==> src/rtl/mem_sched_pkg.sv <==
// mem_sched_pkg: shared func3 codes, FSM states and counter width for mem_port_sched
package mem_sched_pkg;
    localparam logic [2:0] F3_B  = 3'b000;
    localparam logic [2:0] F3_H  = 3'b001;
    localparam logic [2:0] F3_W  = 3'b010;
    localparam logic [2:0] F3_BU = 3'b100;
    localparam logic [2:0] F3_HU = 3'b101;
    localparam int CNT_W = 3;
    typedef enum logic [1:0] {IDLE, ISSUE, WAIT, RESP} state_t;
endpackage

==> src/rtl/mem_port_sched_if.sv <==
// mem_port_sched_if: synchronous memory macro port
interface mem_port_sched_if;
    logic        mem_cs;
    logic [31:0] mem_addr;
    logic [3:0]  mem_web;
    logic [31:0] mem_wdata;
    logic [31:0] mem_rdata;
    modport master(output mem_cs, mem_addr, mem_web, mem_wdata, input mem_rdata);
    modport slave(input mem_cs, mem_addr, mem_web, mem_wdata, output mem_rdata);
endinterface

==> src/rtl/mem_port_sched_lane_align.sv <==
// lane_align: byte enables, store lane replication, load extraction and alignment check
module lane_align
    import mem_sched_pkg::*;
(
    input  logic        we,
    input  logic [2:0]  func3,
    input  logic [1:0]  addr,
    input  logic [31:0] wdata,
    input  logic [31:0] rdata,
    output logic [3:0]  web,
    output logic [31:0] wdata_sh,
    output logic [31:0] rdata_ext,
    output logic        misalign
);
    logic [31:0] sh;
    logic        ill;
    logic        bad;
    always_comb begin
        sh        = rdata >> {addr, 3'b000};
        ill       = we ? func3 > F3_W : func3 == 3'b011 || func3[2:1] == 2'b11;
        bad       = func3[1:0] == 2'b01 ? addr[0] : func3[1:0] == 2'b10 ? addr != 2'b00 : 1'b0;
        misalign  = ill | bad;
        web       = misalign ? 4'b0000 : func3[1:0] == 2'b00 ? 4'b0001 << addr :
                    func3[1:0] == 2'b01 ? (addr[1] ? 4'b1100 : 4'b0011) : 4'b1111;
        wdata_sh  = func3[1:0] == 2'b00 ? {4{wdata[7:0]}} :
                    func3[1:0] == 2'b01 ? {2{wdata[15:0]}} : wdata;
        rdata_ext = func3 == F3_B  ? {{24{sh[7]}}, sh[7:0]} :
                    func3 == F3_BU ? {24'b0, sh[7:0]} :
                    func3 == F3_H  ? {{16{sh[15]}}, sh[15:0]} :
                    func3 == F3_HU ? {16'b0, sh[15:0]} : rdata;
    end
endmodule

==> src/rtl/mem_port_sched.sv <==
// mem_port_sched: arbitrates the unified memory port between fetch and load/store
module mem_port_sched
    import mem_sched_pkg::*;
#(
    parameter int MEM_LAT = 1
) (
    input  logic        clk,
    input  logic        rst,
    input  logic        fetch_req,
    input  logic [31:0] fetch_addr,
    output logic [31:0] instr,
    output logic        instr_valid,
    input  logic        data_req,
    input  logic        data_we,
    input  logic [2:0]  data_func3,
    input  logic [31:0] data_addr,
    input  logic [31:0] data_wdata,
    output logic [31:0] data_rdata,
    output logic        data_done,
    output logic        misalign,
    output logic        stall,
    mem_port_sched_if.master mem
);
    state_t st, nst;
    logic [CNT_W-1:0] cnt;
    logic        is_d, we, mis, idle, iss, resp, accept, l_mis;
    logic [2:0]  f3;
    logic [31:0] addr, wdata, rd, l_wd, l_rd;
    logic [3:0]  l_web;
    assign idle   = st == IDLE;
    assign iss    = st == ISSUE;
    assign resp   = st == RESP;
    assign accept = idle & (data_req | fetch_req);
    // In IDLE the aligner judges the incoming request; afterwards it works on the registered one
    lane_align u_align (
        .we(idle ? data_we : we),
        .func3(idle ? data_func3 : f3),
        .addr(idle ? data_addr[1:0] : addr[1:0]),
        .wdata(wdata),
        .rdata(mem.mem_rdata),
        .web(l_web),
        .wdata_sh(l_wd),
        .rdata_ext(l_rd),
        .misalign(l_mis)
    );
    always_comb begin
        nst = st;
        case (st)
            IDLE:    nst = data_req ? (l_mis ? RESP : ISSUE) : fetch_req ? ISSUE : IDLE;
            ISSUE:   nst = (is_d & we) ? RESP : WAIT;
            WAIT:    nst = cnt == CNT_W'(1) ? RESP : WAIT;
            RESP:    nst = IDLE;
            default: nst = IDLE;
        endcase
    end
    always_ff @(posedge clk or posedge rst) begin
        if (rst) begin
            st    <= IDLE;
            cnt   <= '0;
            is_d  <= 1'b0;
            we    <= 1'b0;
            mis   <= 1'b0;
            f3    <= '0;
            addr  <= '0;
            wdata <= '0;
            rd    <= '0;
        end else begin
            st <= nst;
            if (accept) begin
                is_d  <= data_req;
                we    <= data_req & data_we;
                f3    <= data_func3;
                addr  <= data_req ? data_addr : fetch_addr;
                wdata <= data_wdata;
                mis   <= data_req & l_mis;
                if (data_req & l_mis) rd <= '0;
            end
            if (iss) cnt <= CNT_W'(MEM_LAT);
            if (st == WAIT) begin
                cnt <= cnt - CNT_W'(1);
                if (cnt == CNT_W'(1)) rd <= is_d ? l_rd : mem.mem_rdata;
            end
        end
    end
    assign mem.mem_cs    = iss;
    assign mem.mem_addr  = iss ? {addr[31:2], 2'b00} : '0;
    assign mem.mem_web   = (iss & we) ? l_web : '0;
    assign mem.mem_wdata = (iss & we) ? l_wd : '0;
    assign instr         = rd;
    assign data_rdata    = rd;
    assign instr_valid   = resp & ~is_d;
    assign data_done     = resp & is_d;
    assign misalign      = resp & mis;
    assign stall         = (fetch_req & ~instr_valid) | (data_req & ~data_done);
endmodule

==> src/flat_wrapper.sv <==
// flat-port wrapper written by rule: the top's interface ports become plain ports
module mem_port_sched_flat import mem_sched_pkg::*;
#(
    parameter int MEM_LAT = 1
)
  (clk, rst, fetch_req, fetch_addr, instr, instr_valid, data_req, data_we, data_func3, data_addr, data_wdata, data_rdata, data_done, misalign, stall, mem_mem_cs, mem_mem_addr, mem_mem_web, mem_mem_wdata, mem_mem_rdata);
  mem_port_sched_if mem_i ();
  input  logic clk;
  input  logic rst;
  input  logic fetch_req;
  input  logic [31:0] fetch_addr;
  output logic [31:0] instr;
  output logic instr_valid;
  input  logic data_req;
  input  logic data_we;
  input  logic [2:0] data_func3;
  input  logic [31:0] data_addr;
  input  logic [31:0] data_wdata;
  output logic [31:0] data_rdata;
  output logic data_done;
  output logic misalign;
  output logic stall;
  output wire logic [$bits(mem_i.mem_cs)-1:0] mem_mem_cs;
  output wire logic [$bits(mem_i.mem_addr)-1:0] mem_mem_addr;
  output wire logic [$bits(mem_i.mem_web)-1:0] mem_mem_web;
  output wire logic [$bits(mem_i.mem_wdata)-1:0] mem_mem_wdata;
  input wire logic [$bits(mem_i.mem_rdata)-1:0] mem_mem_rdata;
  assign mem_mem_cs = mem_i.mem_cs;
  assign mem_mem_addr = mem_i.mem_addr;
  assign mem_mem_web = mem_i.mem_web;
  assign mem_mem_wdata = mem_i.mem_wdata;
  assign mem_i.mem_rdata = mem_mem_rdata;
  mem_port_sched #(.MEM_LAT(MEM_LAT)) u_core (.clk(clk), .rst(rst), .fetch_req(fetch_req), .fetch_addr(fetch_addr), .instr(instr), .instr_valid(instr_valid), .data_req(data_req), .data_we(data_we), .data_func3(data_func3), .data_addr(data_addr), .data_wdata(data_wdata), .data_rdata(data_rdata), .data_done(data_done), .misalign(misalign), .stall(stall), .mem(mem_i));
endmodule
==> config.mk <==
export PLATFORM = sky130hd
export DESIGN_NAME = mem_port_sched_flat
export DESIGN_NICKNAME = d
export VERILOG_FILES = /design/src/rtl/mem_sched_pkg.sv /design/src/rtl/mem_port_sched_if.sv /design/src/rtl/mem_port_sched_lane_align.sv /design/src/rtl/mem_port_sched.sv /design/src/flat_wrapper.sv
export SDC_FILE = /design/constraint.sdc
export NUM_CORES = 1
export LEC_CHECK = 0
export BUFFER_PORTS_ARGS = -buffer_cell sky130_fd_sc_hd__buf_2
export CORE_ASPECT_RATIO = 0.75
export CORE_UTILIZATION = 40
export CTS_CLUSTER_SIZE = 12
export DETAILED_ROUTE_END_ITERATION = 6
export PLACE_DENSITY = 0.69
export SLEW_MARGIN = 20
export SYNTH_ARGS = -nofsm -noshare
export SYNTH_HDL_FRONTEND = slang
export SYNTH_SLANG_ARGS = --single-unit
==> constraint.sdc <==
create_clock -name clk -period 4.6 [get_ports clk]
set_input_delay 0.92 -clock clk [delete_from_list [all_inputs] [get_ports clk]]
set_output_delay 0.92 -clock clk [all_outputs]
set_load 0.01 [all_outputs]
==> metrics.csv, run 1 <==
stage,metric,value,unit
critical_path,cp.required,3.68,ns
floorplanning,die_h,109,um
route,wl,18300,um
clock_tree,cts_made_buffers,9,
critical_path,reg2reg_to,u_core.data_rdata[22],
power,p_per_area,683,mW/mm^2
worst_hold_path,min_to,u_core.addr[29],
logic_synthesis,synth_common_cells,"dfrtp_1, nand2_1, o21ai_0, mux2_2, nor2_1",
finish,stdcell_count,1063,
worst_hold_path,worst_hold_path_type,flop to flop,
grt,grt_pass1_vias,5373,
status,status,"finished, final reports clean",
clock_tree,ctsHoldBuffers,0,
route,postRouteAntennaNets,0,
clock_tree,tritoncts,done,
timing,slew_headroom,39.3,%
timing,rsz0062_at_grt,false,
floorplanning,io-pin-count,273,
route,wl_per_cell,17.2,um
timing,hold_viol,0,
critical_path,cp-end-kind,output pin,
timing,whs,0.472,ns
power,peakVddDrop,261,uV
timing,post-route-period-util,82.8,%
worst_hold_path,hold_path_depth,2,
logic_synthesis,ys_ff_latch,107,
clock_tree,cts_htree_levels,3,
logic_synthesis,yosysSeqAreaShare,43.6,%
logic_synthesis,syn-instance-count,643,
timing,slew_viol_final,0,
clock_tree,path_clk_slew,0.07,ns
logic_synthesis,synth_most_common_cell,dfrtp_1,
timing,finalSetupViolCount,0,
floorplanning,die_area,0.0159,sq mm
clock_tree,clockBufferDepth,2,
floorplanning,core-area,0.0147,sq mm
logic_synthesis,synthTopCellsByArea,"dfrtp_1, mux2_2, mux2i_1",
floorplanning,dieWidth,145,um
power,p_leak,4.03,nW
logic_synthesis,yosysTopAreaCell,dfrtp_1,
route,via_per_inst,5.25,
timing,tightest_slew,0.909,ns
route,drc,0,
grt,grt_antenna_before_repair,0,
finish,antennaDiodeCount,0,
clock_tree,cts.sinks,107,
floorplanning,initial_core_util,41.7,%
grt,grt_overflow,0,
placement,gp_routability_congestion,0.850,
critical_path,path_class,flop to output pin,
flow_run,drv_cap,0,
finish,finalNetCount,1000,
logic_synthesis,netlist_area,0.00614,sq mm
clock_tree,worstSkewPairLatency,0.35,ns
critical_path,rr_worst_depth,9,
clock_tree,cts_resized,0,
grt,grt_max_degree,78,
critical_path,startpoint_type,flop,
timing,fin_setup_tns,0,ns
clock_tree,cts_root_buf,clkbuf_16,
clock_tree,postCtsSetupBuffers,0,
timing,fmax,0.263,GHz
logic_synthesis,avgSynthCellArea,9.55,sq um
critical_path,r2r_slack,0.94,ns
grt,grt_pass1_wl,29000,um
timing,period_needed,3.81,ns
critical_path,critPathMaxFanout,28,
finish,syn_to_final_growth,25.8,%
logic_synthesis,synthFlopType,dfrtp_1,
finish,drive_gt1_share,40.9,%
route,first_pass_iters,5,
placement,dp.cells,1047,
placement,port_buffers,270,
route,vias,5581,
route,drtIter0Drc,279,
critical_path,startpoint,u_core.st[0],
finish,fin_util,52.4,%
logic_synthesis,synth_edf_count,0,
placement,post-dp-hpwl,13900,um
worst_hold_path,min_from,u_core.addr[29],
logic_synthesis,ys_async_sr_fraction,100,%
logic_synthesis,synth_warnings,0,
logic_synthesis,synth_cell_types,47,
critical_path,cp.arrival,2.89,ns
grt,grt_usage,23.6,%
timing,skew,0.00740,ns
critical_path,r2r_start,u_core.st[0],
floorplanning,row_count,38,
finish,nFillCells,1417,
logic_synthesis,synth_top_area_share,43.6,%
==> state kept, by name (all words and copies together), names as in the netlist <==
name and flops:
u_core.addr 32, u_core.cnt 3, u_core.data_rdata 32, u_core.f3 3, u_core.is_d 1, u_core.mis 1
u_core.st 2, u_core.wdata 32, u_core.we 1
==> stage by stage <==
step | area, sq um | total power [mW] | worst slack [ns]
global route | 7730 | 5.70 | 0.552
finish | 7730 | 5.28 | 0.792
global placement | 7430 | 4.48 | 1.08
CTS | 7720 | 5.30 | 0.813
floorplan | 6140 | 3.72 | 0.863
detailed placement | 7430 | 4.52 | 1.05
==> critical path: stages (launching register included) <==
cell      delay (ns)
dfrtp_1         0.40
inv_1           0.09
ha_1            0.60
buf_4           0.34
mux2i_2         0.22
buf_4           0.32
nor2_1          0.08
a311oi_1        0.27
buf_2           0.20
==> placed cells by master, fill, tap and decap left out, types with 4 or more instances in the layout <==
master     count
a21o_1         4
a21oi_1       32
a221o_1       28
a22o_1         5
a22oi_1        8
a311oi_1       8
and2_1        33
and3_1         8
buf_2        270
buf_4         11
clkbuf_16      9
dfrtp_1      107
ha_1           6
inv_1         10
mux2_2        43
mux2i_1       35
nand2_1       92
nand2b_1       4
nor2_1        42
nor2b_1        5
nor3_1         4
o2111a_1       4
o21ai_0       46
o21ai_1        5
==> metal layers <==
| metal | track usage (%) | wire (um) |
|---|---|---|
| met1 | 31.6 | 8360 |
| met2 | 38.7 | 8330 |
| met3 | 6.22 | 1490 |
| met4 | 4.89 | 148 |
| met5 | 0 | 0 |
==> final cells by class <==
type,instances,area (sq um),share of cell area [%]
Multi-Input combinational cell,447,3010,39.0
Sequential cell,107,2680,34.7
Timing Repair Buffer,282,1450,18.8
Tap cell,200,250,3.24
Clock buffer,10,239,3.09
Clock inverter,6,48.8,0.632
Inverter,11,43.8,0.567
==> worst max path at each step <==
stage / endpoint / slack, ns / depth (start not counted)
floorplan: u_core.addr[0] / 0.86 / 1
global placement: u_core.data_rdata[29] / 1.08 / 9
detailed placement: u_core.data_rdata[22] / 1.05 / 9
CTS: mem_mem_wdata[25] / 0.81 / 8
global route: mem_mem_web[0] / 0.55 / 8
finish: mem_mem_wdata[25] / 0.79 / 8
==> logic make-up after synthesis <==
| family | count (synthesis) | share of synthesized area [%] |
|---|---|---|
| simple gates | 198 | 14.6 |
| compound gates | 159 | 18.2 |
| flops | 107 | 43.6 |
| buf+inv | 90 | 7.82 |
| mux | 82 | 14.5 |
| fa+ha+maj | 6 | 1.22 |
| other cells | 1 | 0.0611 |
==> power breakdown <==
part           internal (mW)  leakage [nW]  switching (mW)
combinational           1.19          2.58            1.56
clock                  0.389         0.137           0.372
sequential              1.39          1.32           0.383
Note: power is estimated with default switching activity, not from simulation.
==> run 2, diff against run 1 <==
PLACE_DENSITY = 0.71   (was 0.69)
clock period = 3.3 ns   (was 4.6 ns; I/O delays follow)
==> metrics.csv, run 2 (synthesized netlist as in run 1, its figures left out) <==
stage,metric,value,unit
timing,finalSetupViolCount,0,
power,switching_share,43.1,%
timing,slew_viol_final,0,
route,drc,0,
timing,skew,0.0100,ns
critical_path,path_cells,"inv_1, ha_2, buf_4, nor2_1, a22oi_1, o22ai_1, nand3_1, a221oi_1, buf_2",
grt,grt_antenna_before_repair,1,
route,first_pass_iters,4,
clock_tree,path_clk_slew,0.08,ns
power,p_int,4.29,mW
power,p_per_area,960,mW/mm^2
critical_path,path_class,flop to output pin,
route,wl_per_cell,17.0,um
worst_hold_path,worst_hold_path_type,primary input to asynchronous set/reset pin,
floorplanning,io-pin-count,273,
grt,grt_pass1_wl,28900,um
critical_path,cp.required,2.64,ns
timing,fmax,0.320,GHz
grt,grt_overflow,0,
route,postRouteAntennaNets,0,
power,peakVddDrop,411,uV
finish,drive_gt1_share,41.6,%
critical_path,cp.arrival,2.46,ns
route,wl,18300,um
clock_tree,ctsHoldBuffers,0,
placement,dpl_cell_area,0.00751,sq mm
grt,grt_pass1_vias,5298,
power,p_leak,4.09,nW
critical_path,critPathMaxFanout,12,
critical_path,startpoint_type,flop,
finish,nFillCells,1397,
power,comb_power_share,52.0,%
finish,layout_commonest_cell,buf_2,
placement,gp_routability_congestion,0.879,
timing,hold_viol,0,
timing,post-route-period-util,94.6,%
clock_tree,cts_htree_levels,3,
timing,tightest_slew,0.945,ns
status,status,"finished, final reports clean",
timing,slew_headroom,36.9,%
clock_tree,clockBufferDepth,2,
timing,fin_setup_tns,0,ns
timing,period_needed,3.12,ns
floorplanning,row_count,38,
clock_tree,worstSkewPairLatency,0.35,ns
finish,finalNetCount,1007,
clock_tree,cts_root_buf,clkbuf_16,
floorplanning,die_area,0.0159,sq mm
timing,rsz0062_at_grt,false,
flow_run,drv_cap,0,
route,via_per_inst,5.27,
route,vias,5641,
finish,layout_common_cells,"buf_2, dfrtp_1, nand2_1",
critical_path,cp-end-kind,output pin,
clock_tree,cts_made_buffers,9,
placement,post-dp-hpwl,13900,um
placement,port_buffers,270,
floorplanning,dieWidth,145,um
grt,grt_max_degree,53,
clock_tree,tritoncts,done,
power,pwr-share-seq,32.8,%
grt,grt_usage,23.7,%
clock_tree,postCtsSetupBuffers,0,
power,switchingPower,3.25,mW
floorplanning,core-area,0.0147,sq mm
floorplanning,initial_core_util,41.7,%
power,pwr-share-clk,15.2,%
finish,design_area,0.00785,sq mm
floorplanning,die_h,109,um
critical_path,slowest_stage,dfrtp_1,
clock_tree,cts.sinks,107,
critical_path,max_stage_delay,0.38,ns
finish,syn_to_final_growth,27.9,%
route,drtIter0Drc,344,
## run 2: final cells by class
type                            count  area, sq um  area share, %
Antenna cell                        1         2.50         0.0319
Inverter                           11         45.0          0.574
Sequential cell                   107         2680           34.1
Timing Repair Buffer              289         1540           19.5
Multi-Input combinational cell    447         3030           38.5
Clock inverter                      7         92.6           1.18
Tap cell                          200          250           3.19
Clock buffer                        9          225           2.87
## run 2: stage by stage
| step | utilization [%] | instances | hold WS, ns | total power [mW] | worst slack, ns |
|---|---|---|---|---|---|
| 2_1_floorplan | - | 644 | 0.439 | 5.19 | 0.303 |
| 3_3_place_gp | 51.0 | 1054 | 0.453 | 6.31 | 0.333 |
| 3_5_place_dp | 51.0 | 1054 | 0.462 | 6.38 | 0.269 |
| 4_1_cts | 53.1 | 1070 | 0.340 | 7.55 | 0.0589 |
| 5_1_grt | 53.3 | 1071 | 0.358 | 8.13 | 0.0148 |
| 6_report | 53.3 | 1071 | 0.334 | 7.54 | 0.178 |
## run 2: per-layer routing
| layer | GRT usage, % | part of all wire, % | vias to the layer above |
|---|---|---|---|
| met5 | 0 | 0 | - |
| met4 | 8.12 | 1.7 | 0 |
| met3 | 5.77 | 7.4 | 24 |
| met2 | 36.6 | 45 | 244 |
| met1 | 32.6 | 46 | 2674 |
| li1 | - | - | 2699 |
## run 2: timing repair
item	in CTS	in global routing
endpoints found under the hold margin	0	0
resized for setup	1	4
gates cloned	0	0
endpoints found under the setup margin	4	17
## run 2: path summary, 6_finish.rpt
check	start	endpoint	slack [ns]	depth (start not counted)
setup / recovery	u_core.st[0]	mem_mem_web[0]	0.18	9
hold reg to reg	u_core.addr[7]	u_core.addr[7]	0.47	2
min in group clk	u_core.addr[7]	u_core.addr[7]	0.47	2
setup reg to reg	u_core.st[0]	u_core.data_rdata[29]	0.37	8
hold / removal	rst	u_core.addr[16]	0.33	2
max in group asynchronous	rst	u_core.data_rdata[5]	2.11	3
## run 2: critical path: cells and delay by family (launching register included)
family          cells  cell delay [ns]
compound gates      3             0.64
fa+ha+maj           1             0.26
buf+inv             3             0.48
flops               1             0.38
simple gates        2             0.35
## run 2: power by group through the flow
stage / Clock, mW / Sequential (mW) / Combinational [mW]
floorplan: 0 / 2.34 / 2.84
global placement: 0 / 2.48 / 3.83
detailed placement: 0 / 2.49 / 3.89
CTS: 1.18 / 2.47 / 3.91
global route: 1.22 / 2.56 / 4.35
finish: 1.14 / 2.48 / 3.92
